[src/rtl/riscv_pkg.sv]
// Shared RV32I encoding definitions: major opcode constants (opcode[6:2]),
// instruction format enum, immediate bounds and the format decoder.
package riscv_pkg;

  localparam logic [4:0] OP_LUI    = 5'b01101;
  localparam logic [4:0] OP_AUIPC  = 5'b00101;
  localparam logic [4:0] OP_JAL    = 5'b11011;
  localparam logic [4:0] OP_JALR   = 5'b11001;
  localparam logic [4:0] OP_IMM    = 5'b00100;
  localparam logic [4:0] OP_LOAD   = 5'b00000;
  localparam logic [4:0] OP_STORE  = 5'b01000;
  localparam logic [4:0] OP_BRANCH = 5'b11000;
  localparam logic [4:0] OP_REG    = 5'b01100;

  typedef enum logic [2:0] {FMT_R, FMT_I, FMT_S, FMT_B, FMT_U, FMT_J, FMT_ILL} fmt_e;

  // Signed byte-value bounds of the encodable immediates.
  localparam int signed IMM_IS_MIN = -2048;
  localparam int signed IMM_IS_MAX = 2047;
  localparam int signed IMM_B_MIN  = -4096;
  localparam int signed IMM_B_MAX  = 4094;
  localparam int signed IMM_J_MIN  = -1048576;
  localparam int signed IMM_J_MAX  = 1048574;

  // One buffered encoder result.
  typedef struct packed {
    logic [31:0] instr;
    logic        err;
  } enc_result_t;

  function automatic fmt_e decode_fmt(input logic [4:0] op);
    case (op)
      OP_LUI, OP_AUIPC:          return FMT_U;
      OP_JAL:                    return FMT_J;
      OP_JALR, OP_IMM, OP_LOAD:  return FMT_I;
      OP_STORE:                  return FMT_S;
      OP_BRANCH:                 return FMT_B;
      OP_REG:                    return FMT_R;
      default:                   return FMT_ILL;
    endcase
  endfunction

endpackage

[src/rtl/instr_pack.sv]
// Combinational RV32I instruction packer: picks the format from opcode[6:2],
// places the fields at their standard bit positions and flags errors.
// Macro INSTR_ENC_RANGE_CHECK_EN adds immediate legality checking; without it
// immediates are truncated silently and only illegal opcodes are errors.
module instr_pack
  import riscv_pkg::*;
(
  input  logic [6:0]  opcode,
  input  logic [4:0]  rd,
  input  logic [4:0]  rs1,
  input  logic [4:0]  rs2,
  input  logic [2:0]  funct3,
  input  logic [6:0]  funct7,
  input  logic [31:0] imm,
  output logic [31:0] instr,
  output logic        err
);

  fmt_e        fmt;
  logic [6:0]  op_out;
  logic [31:0] packed_instr;
  logic        ill;

  // opcode[1:0] is always rewritten to 2'b11.
  logic unused_opcode_lsbs;
  assign unused_opcode_lsbs = &{1'b0, opcode[1:0]};

  // Format select and field packing.
  always_comb begin
    // NOTE: every output of a combinational block gets a default up front so no path can infer a latch.
    packed_instr = '0;
    fmt          = decode_fmt(opcode[6:2]);
    op_out       = {opcode[6:2], 2'b11};
    ill          = (fmt == FMT_ILL);
    case (fmt)
      FMT_R: packed_instr = {funct7, rs2, rs1, funct3, rd, op_out};
      FMT_I: packed_instr = {imm[11:0], rs1, funct3, rd, op_out};
      FMT_S: packed_instr = {imm[11:5], rs2, rs1, funct3, imm[4:0], op_out};
      FMT_B: packed_instr = {imm[12], imm[10:5], rs2, rs1, funct3, imm[4:1], imm[11], op_out};
      FMT_U: packed_instr = {imm[31:12], rd, op_out};
      FMT_J: packed_instr = {imm[20], imm[10:1], imm[11], imm[19:12], rd, op_out};
      default: packed_instr = '0;
    endcase
  end

`ifdef INSTR_ENC_RANGE_CHECK_EN
  logic imm_ok;
  int signed simm;

  // Immediate legality per format; a failing result is zeroed.
  always_comb begin
    simm   = $signed(imm);
    imm_ok = 1'b1;
    case (fmt)
      FMT_I, FMT_S: imm_ok = (simm >= IMM_IS_MIN) && (simm <= IMM_IS_MAX);
      FMT_B:        imm_ok = (simm >= IMM_B_MIN) && (simm <= IMM_B_MAX) && !imm[0];
      FMT_J:        imm_ok = (simm >= IMM_J_MIN) && (simm <= IMM_J_MAX) && !imm[0];
      FMT_U:        imm_ok = (imm[11:0] == 12'h000);
      default:      imm_ok = 1'b1;
    endcase
    err   = ill || !imm_ok;
    instr = err ? 32'h0000_0000 : packed_instr;
  end
`else
  // Only an illegal opcode is an error; its word is zeroed.
  always_comb begin
    err   = ill;
    instr = ill ? 32'h0000_0000 : packed_instr;
  end
`endif

endmodule

[src/rtl/instr_encoder.sv]
// RV32I instruction encoder: one request per cycle is packed by instr_pack,
// held in a 2-entry in-order skid buffer, and counted as it leaves.
// Optional macro INSTR_ENC_RANGE_CHECK_EN enables immediate range checking.
module instr_encoder
  import riscv_pkg::*;
#(
  parameter int CNT_W = 16
) (
  input  logic             clk,
  input  logic             rst,
  input  logic             in_valid,
  output logic             in_ready,
  input  logic [6:0]       in_opcode,
  input  logic [4:0]       in_rd,
  input  logic [4:0]       in_rs1,
  input  logic [4:0]       in_rs2,
  input  logic [2:0]       in_funct3,
  input  logic [6:0]       in_funct7,
  input  logic [31:0]      in_imm,
  output logic             out_valid,
  input  logic             out_ready,
  output logic [31:0]      out_instr,
  output logic             out_err,
  output logic [CNT_W-1:0] cnt_ok,
  output logic [CNT_W-1:0] cnt_err
);

  enc_result_t new_res;
  enc_result_t buf0;   // head, visible on the outputs
  enc_result_t buf1;
  logic [1:0]  count;
  logic        push;
  logic        pop;

  instr_pack u_pack (
    .opcode (in_opcode),
    .rd     (in_rd),
    .rs1    (in_rs1),
    .rs2    (in_rs2),
    .funct3 (in_funct3),
    .funct7 (in_funct7),
    .imm    (in_imm),
    .instr  (new_res.instr),
    .err    (new_res.err)
  );

  assign in_ready  = !rst && (count != 2'd2);
  assign push      = in_valid && in_ready;
  assign out_valid = (count != 2'd0);
  assign pop       = out_valid && out_ready;
  assign out_instr = buf0.instr;
  assign out_err   = buf0.err;

  // Skid buffer: push into the first free slot, pop shifts buf1 into the head.
  always_ff @(posedge clk or posedge rst) begin
    if (rst) begin
      // NOTE: the entries are reset, not just the count, because the head drives out_instr/out_err which must read 0 in reset.
      count <= 2'd0;
      buf0  <= '0;
      buf1  <= '0;
    end else begin
      // NOTE: state uses non-blocking assignments so every register samples pre-edge values.
      case (count)
        2'd0: begin
          if (push) begin
            buf0  <= new_res;
            count <= 2'd1;
          end
        end
        2'd1: begin
          if (push && pop) begin
            buf0 <= new_res;
          end else if (pop) begin
            count <= 2'd0;
          end else if (push) begin
            buf1  <= new_res;
            count <= 2'd2;
          end
        end
        2'd2: begin
          // in_ready is low when full, so only a pop can happen here.
          if (pop) begin
            buf0  <= buf1;
            count <= 2'd1;
          end
        end
        default: count <= 2'd0;
      endcase
    end
  end

  // Saturating statistics of results accepted downstream.
  always_ff @(posedge clk or posedge rst) begin
    if (rst) begin
      cnt_ok  <= '0;
      cnt_err <= '0;
    end else if (pop) begin
      if (buf0.err) begin
        if (cnt_err != '1) cnt_err <= cnt_err + CNT_W'(1);
      end else begin
        if (cnt_ok != '1) cnt_ok <= cnt_ok + CNT_W'(1);
      end
    end
  end

endmodule

[config.mk]
export PLATFORM = sky130hd
export DESIGN_NAME = instr_encoder
export DESIGN_NICKNAME = d
export VERILOG_FILES = /design/src/rtl/riscv_pkg.sv /design/src/rtl/instr_pack.sv /design/src/rtl/instr_encoder.sv
export SDC_FILE = /design/constraint.sdc
export NUM_CORES = 1
export LEC_CHECK = 0
export BUFFER_PORTS_ARGS = -buffer_cell sky130_fd_sc_hd__buf_2
export CORE_MARGIN = 2
export CORE_UTILIZATION = 52
export DETAILED_ROUTE_END_ITERATION = 7
export PLACE_DENSITY = 0.91
export SLEW_MARGIN = 20
export SYNTH_ARGS = -nofsm -noshare
export SYNTH_HDL_FRONTEND = slang
export SYNTH_SLANG_ARGS = --single-unit
[constraint.sdc]
create_clock -name clk -period 3 [get_ports clk]
set_clock_uncertainty 0.05 [all_clocks]
set_input_delay 0.15 -clock clk [delete_from_list [all_inputs] [get_ports clk]]
set_output_delay 0.15 -clock clk [all_outputs]
set_load 0.005 [all_outputs]
---- After elaboration in Yosys (flattened, before gate mapping) ----
Memories as Yosys holds them, arrays and structs flattened.
Cells that the tools add are included.
operators by class
  add/sub/neg operators ................... 2
  equal/unequal tests ..................... 16
  mux-type cells .......................... 12
  bitwise operators ....................... 3
  reduce and logical (&&, ||, !) cells .... 14
operator list
  cell                                                  number
  one-hot mux 32 bit (6 select lines)                   1
  2-to-1 mux 33 bit                                     3
  one-hot mux 33 bit (3 select lines)                   1
  adder 16 x 1 -> 16 bit (second input constant)        2
  2-to-1 mux 32 bit                                     1
  inequality test 16 bit (second input constant)        2
  AND reduction 4 bit                                   3
  2-to-1 mux 2 bit                                      5
  inequality test 2 bit (second input constant)         5
  equality test 3 bit (second input constant)           3
  equality test 3 x 2 -> 1 bit (second input constant)  2
  one-hot mux 2 bit (3 select lines)                    1
  AND reduction 3 bit                                   2
  logical AND 1 bit                                     4
  equality test 3 x 1 -> 1 bit (second input constant)  1
  zero test 3 bit                                       1
  inequality test 3 bit (second input constant)         1
  inverter 1 bit                                        3
  nonzero test 3 bit                                    1
  equality test 2 x 1 -> 1 bit (second input constant)  1
  equality test 2 bit (second input constant)           1
  zero test 2 bit                                       1
  nonzero test 2 bit                                    1
  zero test 1 bit                                       1
word-level totals
  flip-flop bits (word level) ............. 100
  memory bits (read-only) ................. 96
  input port bits ......................... 68
  logic and storage cells ................. 55
  memories kept ........................... 1
memories
  name             depth  bits a word  read ports  clocked after memory_dff  wr ports  RTL line         RTL
  (no name shown)  32     3            1           0                         0         riscv_pkg.sv:32  case (op)

---- Depth between registers and ports, before layout ----
Gate-level depths: netlist (run 1).
  word-level depth ........................ 7
  depth in mapped cells ................... 7

---- Hierarchy ----
Synthesis (run 1) repeated with hierarchy kept, for this count alone.
second synthesis, totals
  cells, all modules ...................... 447
  area total of the unflattened synthesis .. 5342.6 µm²
modules (own cells, without submodules)
  module         times used  cells each  area each (µm²)  seq. area each (µm²)
  instr_encoder  1           339         4621.9           2502.4
  instr_pack     1           108         720.7            0.0

---- Worst setup path after synthesis (run 1) ----
Ideal clock, no wire load.
  path kind ............................... register to register
  from .................................... register cnt_ok[0]
  to ...................................... register cnt_ok[1]
  setup time .............................. 125 ps
  data arrival time ....................... 1586 ps
  data required time ...................... 2825 ps
  setup slack ............................. 1239 ps
  cell stages (with the launch flop) ...... 6
  clock period less this slack ............ 1761 ps
  path through ............................ dfrtp_1 > ha_1 > and3_1 > nand4_1 > o21ai_1 > mux2_2
between the ends
  word-level cells in the longest chain between the ends .. 2
  elaborated cells on any way between the ends .. 3
RTL lines
  item                                                                            RTL line              RTL
  start: declaration                                                              instr_encoder.sv:24   output logic [CNT_W-1:0] cnt_ok,
  start signal: assignment                                                        instr_encoder.sv:101  if (cnt_ok != '1) cnt_ok <= cnt_ok + CNT_W'(1);
  parallel branches: the longest is 2 deep, another holds adder 16 x 1 -> 16 bit  -
Parallel ways; which one is timed is not known.
A chain may end at the register's enable or synchronous reset.

---- Worst setup path in the final report (run 1) ----
  from .................................... input port rst
  to ...................................... register buf1[28] (netlist name)
between the ends
  word-level cells in the longest chain between the ends .. 6
RTL lines
  item                             RTL line             RTL
  start: declaration               instr_encoder.sv:10  input logic rst,
  zero test 1 bit (no line) *      -
  logical AND 1 bit *              instr_encoder.sv:47  assign in_ready = !rst && (count != 2'd2);
  logical AND 1 bit *              instr_encoder.sv:48  assign push = in_valid && in_ready;
  logical AND 1 bit                instr_encoder.sv:71  if (push && pop) begin
  inverter 1 bit (no line)         -
  AND reduction 4 bit (no line) *  -
  end signal: assignment           instr_encoder.sv:76  buf1 <= new_res;
  end: declaration                 instr_encoder.sv:30  enc_result_t buf1;
Every way passes the cells marked *; elsewhere a longest branch is shown, timed or not.

==> out/qor.yml, run 1 <==
run_status:
  status: "completed"
detailed_routing:
  wl_mm: 12.16
  drtIter0Drc: 188
  antenna_left: 0
  via_per_inst: 5.906
  drtPass1Iterations: 5
  via_count: 4353
  wl_per_cell_um: 16.50
  drc: 0
floorplan:
  start_util_pct: 52.94
  floorplan.core_area_sq_um: 9109
  io_pins: 135
  fp.dieH_um: 100.3
  dieArea_sq_um: 10060
  die_width_um: 100.3
  row_count: 35
setup_path:
  required_ns: 3.17
  crit_end: "buf1[28]$_DFFE_PP0P_"
  cp-start-kind: "primary input"
  ff2ff_setup_slack_ns: 0.86
  reg2reg_to: "out_instr[24]$_DFFE_PP0P_"
  worst_ep_arrival_time_ns: 2.37
  crit_type: "in2reg"
  endpoint_kind: "flop"
  crit_path_max_fanout: 50
  reg2reg_depth: 6
  cp-startpoint: "rst"
  worstReg2RegStart: "count[0]$_DFFE_PP0P_"
grt:
  grt_first_pass_wirelength_mm: 19.66
  grt_max_degree: 59
  grt_pass1_vias: 4090
  antenna_found_initial: 0
  grt_overflow: 0
  gr-usage-all-layers_pct: 24.69
synth:
  synth_area_sq_um: 4822
  synth-edff-count: 0
  synth_cell_types: 57
  syn-instance-count: 497
  yosys_warnings: 0
  synth_top_flop_cell: "dfrtp_1"
  synth_area_per_cell_sq_um: 9.702
  synthArstFlopShare_pct: 100.0
  seq_area_frac_synth_pct: 50.86
  ys_seq_elements: 98
  syn_nets: 567
timing:
  layout_min_cycle_time_ns: 2.202
  hold_slack_ns: 0.06536
  finalHoldViolCount: 0
  tns_ns: 0
  fmax_mhz: 454.1
  rsz0062_at_grt: "no"
  setup_ws_ns: 0.7979
  tightest_slew_ns: 0.9684
  min_period_over_period_pct: 73.40
  slew_headroom_pct: 34.53
  setup_viol: 0
  drv_slew: 0
clock_network:
  cts_root_buf: "clkbuf_8"
  clk_latency_ns: 0.35
  clk_pin_slew_ns: 0.09
  cts_resized: 0
  cts_tree: "built"
  cts_sinks: 98
  cts_max_level: 3
  cts_made_buffers: 9
  clockBufferDepth: 2
placed_design:
  placedCellCount: 722
  hpwl_mm: 9.042
  io_buffers: 132
  post-place-ws_ns: 0.8464
  gp_congestion: 0.8820
power:
  ir_drop_mv: 0.3483
  p_leak_nw: 2.892
  powerDensity_nw_per_um2: 590.7
worst_hold_path:
  min_path_type: "in2reg"
flow_run:
  maxCapViolations: 0
final_layout:
  nFillCells: 744
  final_cells: 737
  n_antenna_cell: 0
  finalNetCount: 693
  drive_above_1_share_pct: 28.59
  syn2layout_area_growth_pct: 20.39
==> per-layer routing <==
layer | vias up | GRT usage [%] | wire length [um]
met5 | - | 0 | 0
met4 | 0 | 8.851 | 182
met3 | 16 | 2.994 | 889
met2 | 207 | 42.02 | 5972
met1 | 2092 | 32.65 | 5117
li1 | 2038 | - | -
==> worst max-delay path: stages <==
cell and delay (ns):
dlygate4sd3_1 0.53, buf_2 0.15, nand2b_1 0.25, nor2_1 0.20
nand2_2 0.52, buf_4 0.40, nand2_1 0.08, o21ai_0 0.08
==> cells in the final DEF, fill, tap and decap left out, types with 3 or more instances in the layout <==
master,synthesis,final
inv_1,11,10
nor2_1,38,38
o31ai_1,7,6
nand4_1,7,7
nand3_1,17,17
clkbuf_8,0,9
a222oi_1,7,7
buf_2,6,132
and4_1,3,3
xnor2_1,11,11
a31oi_1,7,6
a21o_1,12,12
o21ai_0,43,43
buf_4,2,11
mux2_2,7,7
nor3_1,17,17
nand2_1,53,52
a211oi_1,6,6
or3_1,4,4
a22oi_1,4,4
nor2b_1,5,5
o311ai_0,3,3
dfrtp_1,98,98
mux2i_1,5,5
xor2_1,17,17
and3_1,13,13
a21oi_1,36,36
==> report_power, final <==
part | leakage [nW] | internal [mW] | switching, mW
Sequential | 1.27 | 1.58 | 0.201
Clock | 0.101 | 0.461 | 0.440
Combinational | 1.52 | 0.357 | 0.393
Total | 2.89 | 2.40 | 1.03
==> kinds of logic (layout without fill, tap and decap cells) <==
logic type	count (synthesis)	after routing	share of synthesized area (%)
muxes	13	13	2.984
xor gates and xnor gates	28	28	5.086
buffers and inverters	40	169	3.736
DFF	98	98	50.86
adders and majority gates	2	2	0.5189
and+or+nand+nor	176	176	18.60
AOI/OAI and AO/OA	140	140	18.22
==> state kept, by name, indices dropped and copies added, names as in the netlist <==
signal,count
buf1,32
out_instr,31
cnt_err,16
cnt_ok,16
count,2
out_err,1
==> cells in the mapped netlist, types with 3 or more instances <==
master    instances  share of area (%)
nor2_1           38                3.0
nand2_1          53                4.1
mux2i_1           5                1.0
a22oi_1           4               0.62
clkbuf_1         19                1.5
dfrtp_1          98                 51
nand3_1          17                1.8
a21oi_1          36                3.7
and3_1           13                1.7
buf_2             6               0.62
nor3_1           17                1.8
inv_1            11               0.86
o21ai_0          43                4.5
a211oi_1          6               0.93
o311ai_0          3               0.54
a222oi_1          7                1.5
nor2b_1           5               0.65
a31oi_1           7               0.91
a21o_1           12                1.9
o31ai_1           7                1.1
or3_1             4               0.52
xnor2_1          11                2.0
and4_1            3               0.54
xor2_1           17                3.1
nand4_1           7               0.91
mux2_2            7                1.6
==> worst min-delay path by stage <==
stage	to	slack (ns)	start	cells past startpoint
5_1_grt	buf1[18]$_DFFE_PP0P_	0.06	in_rs1[2]	3
3_5_place_dp	out_err$_DFFE_PP0P_	0.30	rst	2
6_report	count[1]$_DFFE_PP0P_	0.07	out_ready	2
3_3_place_gp	out_err$_DFFE_PP0P_	0.29	rst	2
4_1_cts	buf1[18]$_DFFE_PP0P_	0.05	in_rs1[2]	3
2_1_floorplan	in_ready	0.28	rst	1
==> layout make-up <==
| class | count | area, sq um | area share, % |
|---|---|---|---|
| Sequential cell | 98 | 2452 | 42.24 |
| Tap cell | 111 | 138.9 | 2.392 |
| Inverter | 11 | 43.79 | 0.7543 |
| Timing Repair Buffer | 144 | 753.2 | 12.97 |
| Multi-Input combinational cell | 359 | 2212 | 38.10 |
| Clock inverter | 5 | 81.33 | 1.401 |
| Clock buffer | 9 | 123.9 | 2.134 |
==> metrics by stage <==
stage	util, %	instance area (sq um)	total power, mW
global placement	61.37	5590	2.500
CTS	63.74	5806	3.452
floorplan	-	4822	2.189
detailed placement	61.37	5590	2.559
finish	63.74	5806	3.430
global route	63.74	5806	3.628
==> repair_timing <==
action | CTS | global route
hold buffers | 1 | 0
hold endpoints to repair | 56 | 0
setup buffers | 0 | 0
No activity file was read; power rests on OpenSTA's default activity.
==> run 2, diff against run 1 <==
Settings changed: ABC_AREA set to 1, CORE_UTILIZATION 52 to 48, PLACE_DENSITY 0.91 to 0.88.
Clock period 3 ns to 1.9 ns, I/O delays scaled along.
==> out/qor.yml, run 2 <==
setup_path:
  path_delay_family: "simple AND/OR/NAND/NOR gates"
  max_stage_delay_ns: 0.43  # -0.10 ns
  crit_type: "reg2reg"
  endpoint_kind: "flop"
  slowest_stage: "dfrtp_1"
  path_buf_inv: 3  # unchanged
  crit_path_max_fanout: 33  # -34%
  cp-start-kind: "flop"
  worst_ep_arrival_time_ns: 2.10  # -0.27 ns
  crit_path_frequent_cell: "inv_2"
  path_cells: "inv_2 -> nor2_4 -> nor3b_4 -> nand3_1 -> o21ai_4 -> inv_2 -> buf_12 -> a21oi_1 -> o21ai_1 -> nand2_1"
  required_ns: 2.15  # -1.02 ns
final_layout:
  top_register: "buf1"
  mostFrequentLayoutCells: "173 x nand2_1, 132 x buf_2, 98 x dfrtp_1"
  mostFrequentLayoutCell: "nand2_1"
  n_antenna_cell: 0  # unchanged
  syn2layout_area_growth_pct: 26.59
  drive_above_1_share_pct: 25.19  # -3.4 points
  largest_register_ffs: 32  # unchanged
  finalNetCount: 839  # +21%
  fin_util_pct: 61.47  # -2.3 points
floorplan:
  fp.dieH_um: 105.5  # +5.2%
  row_count: 37  # +5.7%
  die_width_um: 105.5  # +5.2%
  floorplan.core_area_sq_um: 10180  # +12%
  dieArea_sq_um: 11130  # +11%
  io_pins: 135  # unchanged
  start_util_pct: 48.56  # -4.4 points
synth:
  synth_area_sq_um: 4946  # +2.6%
  ys_seq_elements: 98  # unchanged
  syn_nets: 680  # +20%
  ys_top_cells_by_area: "dfrtp_1 50%, nand2_1 13%, nand3_1 4.8%, o21ai_0 4.4%, nor2_1 3.6%"
  synth_area_per_cell_sq_um: 8.108  # -16%
  synth-edff-count: 0  # unchanged
  synth_top_flop_cell: "dfrtp_1"
  yosysMostFrequentCell: "nand2_1"
  yosys.area.top_type: "dfrtp_1"
  syn-instance-count: 610  # +23%
  seq_area_frac_synth_pct: 49.58  # -1.3 points
  netlist_top_cells_count: "173 x nand2_1, 98 x dfrtp_1, 47 x nand3_1, 47 x nor2_1, 43 x o21ai_0"
  synth_cell_types: 36  # -37%
  synthArstFlopShare_pct: 100.0  # unchanged
  yosys_warnings: 0  # unchanged
  synth_top_area_share_pct: 49.58  # -1.3 points
timing:
  tightest_slew_ns: 0.4494  # -0.5190 ns
  fmax_mhz: 540.8
  drv_slew: 0  # unchanged
  layout_min_cycle_time_ns: 1.849
  setup_viol: 0  # unchanged
  setup_ws_ns: 0.05074  # -0.7472 ns
  hold_slack_ns: 0.009195  # -0.05616 ns
  min_period_over_period_pct: 97.33
  finalHoldViolCount: 0  # unchanged
  slew_headroom_pct: 70.04  # +36 points
clock_network:
  cts_made_buffers: 9  # unchanged
  cts_root_buf: "clkbuf_8"
  clk_latency_ns: 0.36  # about the same
  clk_pin_slew_ns: 0.09  # about the same
  cts_sinks: 98  # unchanged
  cts_max_level: 3  # unchanged
  cts_tree: "built"
  clockBufferDepth: 2  # unchanged
placed_design:
  gp_congestion: 0.8747  # -0.83%
  hpwl_mm: 9.252  # +2.3%
  post-place-ws_ns: 0.05220  # -0.7942 ns
  io_buffers: 132  # unchanged
power:
  powerDensity_nw_per_um2: 896.7  # +52%
  p_leak_nw: 3.254  # +13%
  ir_drop_mv: 0.4046  # +16%
  finalPower_mw: 5.614  # +64%
grt:
  grt_first_pass_wirelength_mm: 20.77  # +5.7%
  grt_pass1_vias: 4459  # +9.0%
  gr-usage-all-layers_pct: 23.15  # -1.5 points
  antenna_found_initial: 0  # unchanged
  grt_overflow: 0  # unchanged
  grt_max_degree: 53  # -10%
flow_run:
  maxCapViolations: 0  # unchanged
detailed_routing:
  drtIter0Drc: 349  # +86%
  wl_mm: 12.91  # +6.1%
  via_count: 4722  # +8.5%
  drtPass1Iterations: 4  # -1
  wl_per_cell_um: 14.19  # -14%
  via_per_inst: 5.189  # -12%
  drc: 0  # unchanged
  antenna_left: 0  # unchanged
worst_hold_path:
  min_path_type: "in2reg"
run_status:
  status: "completed"
==> run 2: cell types whose count changed in the layout (fill, tap and decap cells not counted), sizes merged, moves of 14 or more <==
| cell | before | now |
|---|---|---|
| nor2 | 38 | 52 |
| nand3 | 17 | 48 |
| nand2 | 53 | 181 |
| o21ai | 45 | 64 |
| inv | 11 | 41 |
| dlygate4sd3 | 1 | 20 |
==> run 2: worst register-to-register path, stage by stage, from the launching register on <==
cell and delay [ns]:
dfrtp_1 0.43, inv_2 0.10, nor2_4 0.05, nor3b_4 0.24, nand3_1 0.19, o21ai_4 0.18
inv_2 0.10, buf_12 0.18, a21oi_1 0.12, o21ai_1 0.08, nand2_1 0.06
==> run 2: cell families (layout without fill, tap and decap cells) <==
group                      after synthesis  in the layout  share of synthesized area (%)
buffers and inverters                   68            231                          6.223
and+or+nand+nor                        309            310                          27.37
xor gates and xnor gates                29             29                          5.135
adders and majority gates                2              2                         0.5059
AOI/OAI and AO/OA                      104            104                          11.18
DFF                                     98             98                          49.58
==> run 2: path summary, 6_finish.rpt <==
kind	slack (ns)	cells past startpoint	end	startpoint
setup reg to reg	0.05	10	out_instr[24]$_DFFE_PP0P_	count[1]$_DFFE_PP0P_
setup / recovery	0.05	10	out_instr[24]$_DFFE_PP0P_	count[1]$_DFFE_PP0P_
hold / removal	0.009	5	out_instr[22]$_DFFE_PP0P_	in_imm[22]
min in group asynchronous	0.22	3	cnt_err[1]$_DFFE_PP0P_	rst
hold reg to reg	0.43	2	out_instr[28]$_DFFE_PP0P_	out_instr[28]$_DFFE_PP0P_
max in group asynchronous	0.85	4	buf1[13]$_DFFE_PP0P_	rst
==> run 2: through the flow <==
stage / cells / setup TNS [ns] / instance area, sq um
6_report: 910 / 0 / 6261
5_1_grt: 910 / -0.1002 / 6261
4_1_cts: 908 / 0 / 6198
3_5_place_dp: 872 / 0 / 5811
3_3_place_gp: 872 / 0 / 5811
2_1_floorplan: 610 / 0 / 4950
==> run 2: report_power, final <==
group	internal (mW)	leakage, nW	switching [mW]
registers	2.57	1.25	0.287
clock network	0.611	0.0828	0.703
logic	0.646	1.92	0.799
==> run 2: area by class of cell <==
| type | instances | area [sq um] |
|---|---|---|
| fill | 892 | 3924 |
| sequential | 98 | 2452 |
| multi-input combinational | 445 | 2242 |
| timing repair buffer | 173 | 1047 |
| tap | 136 | 170.2 |
| inverter | 42 | 161.4 |
| clock buffer | 12 | 135.1 |
| clock inverter | 4 | 52.55 |
==> run 2: metal layers <==
layer / up-vias / track usage [%] / part of all wire (%) / routed length (um)
li1: 2307 / - / - / -
met1: 2201 / 30.28 / 42 / 5437
met2: 192 / 39.26 / 50 / 6493
met3: 22 / 4.453 / 5.7 / 740
met4: 0 / 6.673 / 1.8 / 238
met5: - / 0 / 0 / 0
==> run 2: repair_timing <==
item | in CTS | in global routing
hold buffers | 20 | 0
setup buffers | 0 | 1
resized for setup | 0 | 12
setup endpoints to repair | 0 | 46
hold endpoints to repair | 23 | 0
==> run 3, diff against run 2 <==
Settings changed: CELL_PAD_IN_SITES_DETAIL_PLACEMENT set to 0, CELL_PAD_IN_SITES_GLOBAL_PLACEMENT set to 2, CORE_UTILIZATION 48 to 27, PLACE_DENSITY 0.88 to 0.87.
==> out/qor.yml, run 3 (synthesis gave the netlist of run 2 again) <==
timing:
  tightest_slew_ns: 0.5578  # +0.1084 ns
  layout_min_cycle_time_ns: 1.783  # -0.06594 ns
  drv_slew: 0  # unchanged
  slew_headroom_pct: 62.73  # -7.3 points
  setup_viol: 0  # unchanged
  min_period_over_period_pct: 93.86  # -3.5 points
  tns_ns: 0  # unchanged
  finalHoldViolCount: 0  # unchanged
  fmax_mhz: 560.8  # +3.7%
  rsz0062_at_grt: "yes"
  hold_slack_ns: 0.01532  # +0.006121 ns
setup_path:
  cp-start-kind: "primary input"
  crit_type: "in2reg"
  endpoint_kind: "flop"
  cp-startpoint: "in_opcode[5]"
  worstReg2RegStart: "cnt_err[1]$_DFFE_PP0P_"
  required_ns: 2.09  # -0.06 ns
  crit_path_max_fanout: 13  # -61%
  worst_ep_arrival_time_ns: 1.97  # -0.13 ns
clock_network:
  clk_latency_ns: 0.35  # about the same
  clk_pin_slew_ns: 0.07  # -0.02 ns
  clockBufferDepth: 2  # unchanged
  cts_max_level: 3  # unchanged
  cts_root_buf: "clkbuf_16"
  cts_made_buffers: 9  # unchanged
  cts_tree: "built"
  cts_sinks: 98  # unchanged
detailed_routing:
  drtIter0Drc: 203  # -42%
  wl_per_cell_um: 14.26  # +0.53%
  drtPass1Iterations: 4  # unchanged
  dr_wl_met3_um: 805  # +8.8%
  via_count: 4643  # -1.7%
  via_per_inst: 4.579  # -12%
  antenna_left: 0  # unchanged
  wl_mm: 14.46  # +12%
  highest_layer: "met4"
  drc: 0  # unchanged
  m1WireLength_mm: 7.189  # +32%
  route.met2.wl_mm: 6.290  # -3.1%
grt:
  grt_overflow: 0  # unchanged
  grt_first_pass_wirelength_mm: 23.90  # +15%
  grt_max_degree: 47  # -11%
  antenna_found_initial: 0  # unchanged
  gr-usage-all-layers_pct: 15.35  # -7.8 points
  grt_pass1_vias: 4581  # +2.7%
worst_hold_path:
  min_path_type: "in2reg"
  holdCritStartpoint: "in_imm[21]"
final_layout:
  syn2layout_area_growth_pct: 33.97
  mostFrequentLayoutCell: "nand2_1"
  mostFrequentLayoutCells: "173 x nand2_1, 131 x buf_2, 98 x dfrtp_1"
  finalNetCount: 850  # +1.3%
  drive_above_1_share_pct: 26.50  # +1.3 points
  n_antenna_cell: 0  # unchanged
  largest_register_ffs: 32  # unchanged
  top_register: "buf1"
floorplan:
  floorplan.core_area_sq_um: 17960  # +76%
  row_count: 49  # +32%
  dieArea_sq_um: 19420  # +74%
  fp.dieH_um: 139.3  # +32%
  io_pins: 135  # unchanged
  start_util_pct: 27.53  # -21 points
  die_width_um: 139.3  # +32%
power:
  powerDensity_nw_per_um2: 954.0  # +6.4%
  p_leak_nw: 3.386  # +4.1%
  ir_drop_mv: 0.3696  # -8.7%
placed_design:
  hpwl_mm: 10.04  # +8.5%
  gp_congestion: 0.7923  # -9.4%
  io_buffers: 132  # unchanged
run_status:
  status: "completed"
flow_run:
  maxCapViolations: 0  # unchanged
-- run 3: cell count changes in the layout (fill, tap and decap cells not counted), moves of 2 or more --
cell	change
nor2_2	-2
nor2_1	+2
clkbuf_8	-9
clkbuf_16	+9
buf_4	+10
buf_12	+2
clkbuf_1	-2
-- run 3: critical path, cell delays in order --
cell	delay, ns
dlygate4sd3_1	0.52
clkbuf_4	0.17
inv_1	0.04
nand2_1	0.12
nand2_4	0.10
nand2_8	0.12
nand2_4	0.11
nand2_4	0.12
nor2_4	0.06
buf_4	0.14
a21oi_2	0.18
a21o_1	0.15
nand2_1	0.05
-- run 3: power breakdown --
part	internal, mW	total [mW]	leakage (nW)	switching (mW)
registers	2.57	2.86	1.25	0.289
clock network	1.16	2.00	0.145	0.844
logic	0.661	1.46	1.99	0.799
-- run 3: area by class of cell --
class | instances | area, sq um
Fill cell | 1913 | 11340
Tap cell | 229 | 286.5
Multi-Input combinational cell | 444 | 2241
Sequential cell | 98 | 2452
Timing Repair Buffer | 185 | 1165
Clock inverter | 6 | 91.34
Clock buffer | 10 | 229.0
Inverter | 42 | 161.4
-- run 3: worst paths after layout --
kind | slack (ns) | to | depth (start not counted)
min in group asynchronous | 0.34 | cnt_ok[13]$_DFFE_PP0P_ | 3
max in group asynchronous | 0.85 | out_instr[9]$_DFFE_PP0P_ | 4
worst max-delay path | 0.12 | out_instr[23]$_DFFE_PP0P_ | 13
worst max register to register | 0.15 | cnt_err[12]$_DFFE_PP0P_ | 9
worst min-delay path | 0.02 | buf1[22]$_DFFE_PP0P_ | 3
worst min register to register | 0.43 | buf1[4]$_DFFE_PP0P_ | 2
-- run 3: metrics by stage --
step	setup slack [ns]	util [%]	area (sq um)	cells	power, mW
after floorplan	0.2491	-	4950	610	3.658
after global placement	0.1050	33.48	6015	975	4.291
after detailed placement	0.04931	33.48	6015	975	4.320
after CTS	0.01627	36.38	6535	1011	6.394
after global routing	-0.05825	36.89	6626	1014	6.754
final	0.1167	36.89	6626	1014	6.321
-- run 3: repair_timing --
action                                  in CTS  in global routing
hold endpoints to repair                    33                  0
setup buffers                                0                  3
endpoints found under the setup margin       0                 33
hold buffers                                20                  0
gates resized for setup                      0                 12
-- run 3: layer usage --
layer | up-vias | GRT usage [%]
li1 | 2350 | -
met1 | 2153 | 21.93
met2 | 129 | 23.76
met3 | 11 | 2.822
met4 | 0 | 4.466
met5 | - | 0
